<file path="src/rtl/comp_serie_n.sv">
// Bit-serial MSB-first magnitude comparator with start/busy/done handshake,
// unsigned or two's-complement signed mode, and a count of examined bits.
module comp_serie_n #(
  parameter int unsigned WIDTH = 8
) (
  input  logic                           clk,
  input  logic                           rst_n,
  input  logic                           start,
  input  logic [WIDTH-1:0]               a,
  input  logic [WIDTH-1:0]               b,
  input  logic                           signo,
  output logic                           busy,
  output logic                           done,
  output logic                           mayor,
  output logic                           igual,
  output logic                           menor,
  output logic [$clog2(WIDTH+1)-1:0]     ciclos
);

  localparam int unsigned IW = $clog2(WIDTH);
  localparam int unsigned CW = $clog2(WIDTH + 1);

  localparam logic [0:0] IDLE = 1'b0;
  localparam logic [0:0] COMP = 1'b1;

  logic [0:0]       state_q, state_d;
  logic [WIDTH-1:0] a_sh_q, a_sh_d;
  logic [WIDTH-1:0] b_sh_q, b_sh_d;
  logic             signo_q, signo_d;
  logic [IW-1:0]    idx_q, idx_d;
  logic             busy_q, busy_d;
  logic             done_q, done_d;
  logic             mayor_q, mayor_d;
  logic             igual_q, igual_d;
  logic             menor_q, menor_d;
  logic [CW-1:0]    ciclos_q, ciclos_d;

  logic ai, bi, sign_pos;

  assign ai       = a_sh_q[WIDTH-1];
  assign bi       = b_sh_q[WIDTH-1];
  assign sign_pos = signo_q && (idx_q == IW'(WIDTH - 1));

  always_comb begin
    state_d  = state_q;
    a_sh_d   = a_sh_q;
    b_sh_d   = b_sh_q;
    signo_d  = signo_q;
    idx_d    = idx_q;
    busy_d   = busy_q;
    done_d   = 1'b0;
    mayor_d  = mayor_q;
    igual_d  = igual_q;
    menor_d  = menor_q;
    ciclos_d = ciclos_q;

    case (state_q)
      IDLE: begin
        if (start) begin
          a_sh_d   = a;
          b_sh_d   = b;
          signo_d  = signo;
          idx_d    = IW'(WIDTH - 1);
          mayor_d  = 1'b0;
          igual_d  = 1'b0;
          menor_d  = 1'b0;
          ciclos_d = '0;
          busy_d   = 1'b1;
          state_d  = COMP;
        end
      end
      COMP: begin
        ciclos_d = ciclos_q + CW'(1);
        if (ai != bi) begin
          // At the sign position a set bit means a negative A, so the sense inverts.
          if (ai ^ sign_pos) mayor_d = 1'b1;
          else               menor_d = 1'b1;
          busy_d  = 1'b0;
          done_d  = 1'b1;
          state_d = IDLE;
        end else if (idx_q == '0) begin
          igual_d = 1'b1;
          busy_d  = 1'b0;
          done_d  = 1'b1;
          state_d = IDLE;
        end else begin
          a_sh_d = {a_sh_q[WIDTH-2:0], 1'b0};
          b_sh_d = {b_sh_q[WIDTH-2:0], 1'b0};
          idx_d  = idx_q - IW'(1);
        end
      end
      default: state_d = IDLE;
    endcase
  end

  always_ff @(posedge clk) begin
    if (!rst_n) begin
      state_q  <= IDLE;
      a_sh_q   <= '0;
      b_sh_q   <= '0;
      signo_q  <= 1'b0;
      idx_q    <= '0;
      busy_q   <= 1'b0;
      done_q   <= 1'b0;
      mayor_q  <= 1'b0;
      igual_q  <= 1'b0;
      menor_q  <= 1'b0;
      ciclos_q <= '0;
    end else begin
      state_q  <= state_d;
      a_sh_q   <= a_sh_d;
      b_sh_q   <= b_sh_d;
      signo_q  <= signo_d;
      idx_q    <= idx_d;
      busy_q   <= busy_d;
      done_q   <= done_d;
      mayor_q  <= mayor_d;
      igual_q  <= igual_d;
      menor_q  <= menor_d;
      ciclos_q <= ciclos_d;
    end
  end

  assign busy   = busy_q;
  assign done   = done_q;
  assign mayor  = mayor_q;
  assign igual  = igual_q;
  assign menor  = menor_q;
  assign ciclos = ciclos_q;

endmodule

</file>
<file path="config.mk">
export PLATFORM = sky130hd
export DESIGN_NAME = comp_serie_n
export DESIGN_NICKNAME = d
export VERILOG_FILES = /design/src/rtl/comp_serie_n.sv
export SDC_FILE = /design/constraint.sdc
export NUM_CORES = 1
export LEC_CHECK = 0
export BUFFER_PORTS_ARGS = -buffer_cell sky130_fd_sc_hd__clkbuf_2
export CAP_MARGIN = 15
export CORE_MARGIN = 3
export CORE_UTILIZATION = 53
export CTS_BUF_LIST = sky130_fd_sc_hd__clkbuf_16
export DETAILED_ROUTE_END_ITERATION = 7
export PLACE_DENSITY = 0.84
export SLEW_MARGIN = 20
export SYNTH_ARGS = -nofsm -noshare
export SYNTH_HDL_FRONTEND = slang
export SYNTH_SLANG_ARGS = --single-unit
</file>
<file path="constraint.sdc">
create_clock -name clk -period 1.6 [get_ports clk]
set_input_delay 0.48 -clock clk [delete_from_list [all_inputs] [get_ports clk]]
set_output_delay 0.48 -clock clk [all_outputs]
set_load 0.02 [all_outputs]
</file>
==> key figures <==
Status
  • Outcome: finished clean

Die
  • Rows: 19
  • Die width: 60.5 µm
  • Core area: 2780 µm²
  • Top-Level Pins: 29
  • Die footprint: 3660 µm²
  • Initial core utilization: 56.5%
  • Die Height: 60.5 µm

Global routing
  • First-pass GRT wire length: 6700 µm
  • GRT Util Overall: 24.8%
  • Vias in the first global route: 1,501
  • Initial antenna violation count: 0
  • GRT overflow: 0
  • Pin count of the biggest net entering global routing: 38

Route
  • Wire length per cell: 15.5 µm
  • Detail-routed via count per cell: 6.14
  • Post-route ant nets: 0
  • Vias: 1,516
  • Final wirelength: 3820 µm
  • DRC Markers: 0
  • DR pass1 iterations: 4
  • Initial DRC Count: 86

Clock tree
  • Setup bufs post-CTS: 0
  • Clk sinks: 30
  • Hold_buf cts: 0
  • H-tree levels: 2
  • Clock transition at path regs: 50 ps
  • Max clock buf depth: 2
  • Root buffer cell: clkbuf_16
  • Number of buffers created by CTS: 5
  • CTS tree: done
  • Clk_lat worst skew: 270 ps

Timing
  • Fmax: 0.659 GHz
  • RSZ-0062 raised after global routing: true
  • Setup TNS Final: 0 ps
  • Fin Clk Skew: 4.15 ps
  • Tcrit/Tclk final: 94.8%
  • Final setup vio count: 0
  • Fin. max-slew vios: 0
  • Final hold violation count: 0
  • Worst rel slew slack: 75.5%
  • Hold Slack: 450 ps
  • Tmin final: 1520 ps
  • Worst-margin pin slew: 368 ps

Logic synthesis
  • Synth top area cells: dfxtp_1 (38%), mux2_2 (8.6%), o21ai_0 (8.3%), a31oi_1 (5.2%), nand3_1 (4.8%)
  • Synth top area share: 38.2%
  • Netlist cell types: 33
  • Cell area after synthesis: 1570 µm²
  • Cells after synthesis: 182
  • Yosys warns: 0
  • Post-synthesis sequential area ratio: 38.2%
  • Post-synth top area cell: dfxtp_1
  • Synthesized area per cell: 8.64 µm²
  • Yosys reg bits: 30
  • Net Count, Synth: 206

Critical path
  • Worst setup EP type: register
  • CP max FO: 3
  • WP data required: 1780 ps
  • Critical path type: reg2reg
  • Arrival @ worst endpoint: 1690 ps
  • Crit path launch type: register

Place
  • IO Port Bufs: 28
  • Detail Placement HPWL: 2670 µm
  • Placed inst area: 1820 µm²
  • GPL Wtd Cong: 0.771

Pwr
  • Maximum VDD drop: 1.19 mV
  • Cell Pwr Density: 1180 nW/µm²
  • Leak: 0.834 nW
  • Tot Pwr: 2.34 mW

Layout
  • Share of layout cells above drive strength 1: 30.6%
  • P&R area growth vs syn: 26.3%
  • Finished Core Util: 71.4%
  • Nets@finish: 239
  • Antenna diodes: 0
  • Design Area, Final: 1990 µm²

Job
  • Max-Cap Viols: 0

Worst hold path
  • Hold Crit Class: in2reg
-- state kept, by name, summed over array words and instances, names as in the netlist --
name,cells
mayor,1
b_sh_q,8
ciclos,4
igual,1
busy,1
a_sh_q,8
menor,1
state_q,1
done,1
signo_q,1
idx_q,3
-- layout make-up --
class | count | area, µm²
Multi-Input combinational cell | 132 | 916
Fill cell | 221 | 795
Clock buffer | 5 | 125
Sequential cell | 30 | 602
Inverter | 5 | 18.8
Clock inverter | 3 | 11.3
Tap cell | 31 | 38.8
Timing Repair Buffer | 41 | 275
-- layer usage --
metal	routed length, µm	GRT usage, %
met2	2040	41.4
met4	42	8.67
met1	1490	29.6
met5	0	0
met3	244	8.72
-- power by group --
part           internal, mW  leakage [nW]  switching (mW)
clock network         0.557        0.0663           0.308
logic                 0.264         0.520           0.317
registers             0.822         0.248          0.0674
-- kinds of logic (layout without fill, tap and decap cells) --
family | after synthesis | after routing | synth area share, %
adders and majority gates | 4 | 4 | 3.18
and+or+nand+nor | 46 | 46 | 15.5
buffers and inverters | 20 | 54 | 5.65
muxes | 19 | 19 | 13.0
DFF | 30 | 30 | 38.2
AOI/OAI and AO/OA | 60 | 60 | 22.3
xor gates and xnor gates | 3 | 3 | 2.15
-- final timing paths --
check	start	endpoint	slack, ps	depth (start not counted)
max	idx_q[1]	idx_q[2]	80	4
min	signo	signo_q	450	3
max reg2reg	idx_q[1]	idx_q[2]	80	4
min reg2reg	mayor	mayor	470	2
-- worst max-delay path, cell delays in order (launching register included) --
cell and delay (ps):
dfxtp_1 360, inv_1 100, ha_1 220, or4_1 510, a311oi_1 230
-- Yosys cell counts --
cell	number
a311oi_1	3
nand2_1	5
o31ai_1	1
nor2_1	7
nor2b_1	4
nand4_1	1
buf_4	2
xor2_2	1
nand3b_1	2
or2_2	3
o21ai_1	1
a21oi_1	8
clkbuf_1	5
buf_2	5
o21ai_0	26
o211a_1	1
xnor2_1	1
xor2_1	1
o21bai_1	1
inv_1	5
o22ai_1	2
nor3b_1	3
mux2_2	12
dfxtp_1	30
or4_1	1
nand2b_1	3
ha_1	4
nand3_1	15
o211ai_1	4
a31oi_1	13
buf_1	3
mux2i_1	7
nor3_1	2
-- stage by stage --
stage | std cells | worst slack (ps)
after floorplan | 182 | 171
after global routing | 247 | -5.99
after detailed placement | 239 | 19.8
after global placement | 239 | 161
after CTS | 247 | 17.4
final | 247 | 83.0
-- cells in the final DEF (no fill, tap or decap) --
cell,netlist,final
o31ai_1,1,1
xnor2_2,0,1
inv_1,5,5
o21ai_0,26,26
nand3b_1,2,2
nor2_1,7,7
mux2_2,12,12
o211a_1,1,1
clkbuf_16,0,5
nor2b_4,0,1
xor2_4,0,1
buf_4,2,10
nor3_1,2,2
mux2i_1,7,7
a31oi_2,0,1
clkinv_1,0,3
or4_1,1,1
nand2b_1,3,3
clkbuf_2,0,28
o211ai_1,4,4
or2_2,3,3
dfxtp_2,0,1
a311oi_1,3,3
nand2_1,5,5
dfxtp_1,30,29
a21oi_1,8,8
o21bai_1,1,1
a31oi_1,13,12
nor3b_1,3,3
nor2b_1,4,3
nand3_1,15,15
nand4_1,1,1
buf_12,0,3
ha_1,4,4
o21ai_1,1,1
o22ai_1,2,2
xor2_1,1,1
-- what timing repair did --
action                                  in CTS  in global routing
gates resized for setup                      1                  5
pin swaps                                    0                  1
endpoints found under the setup margin       4                 12
Note: power is estimated with default switching activity, not from simulation.
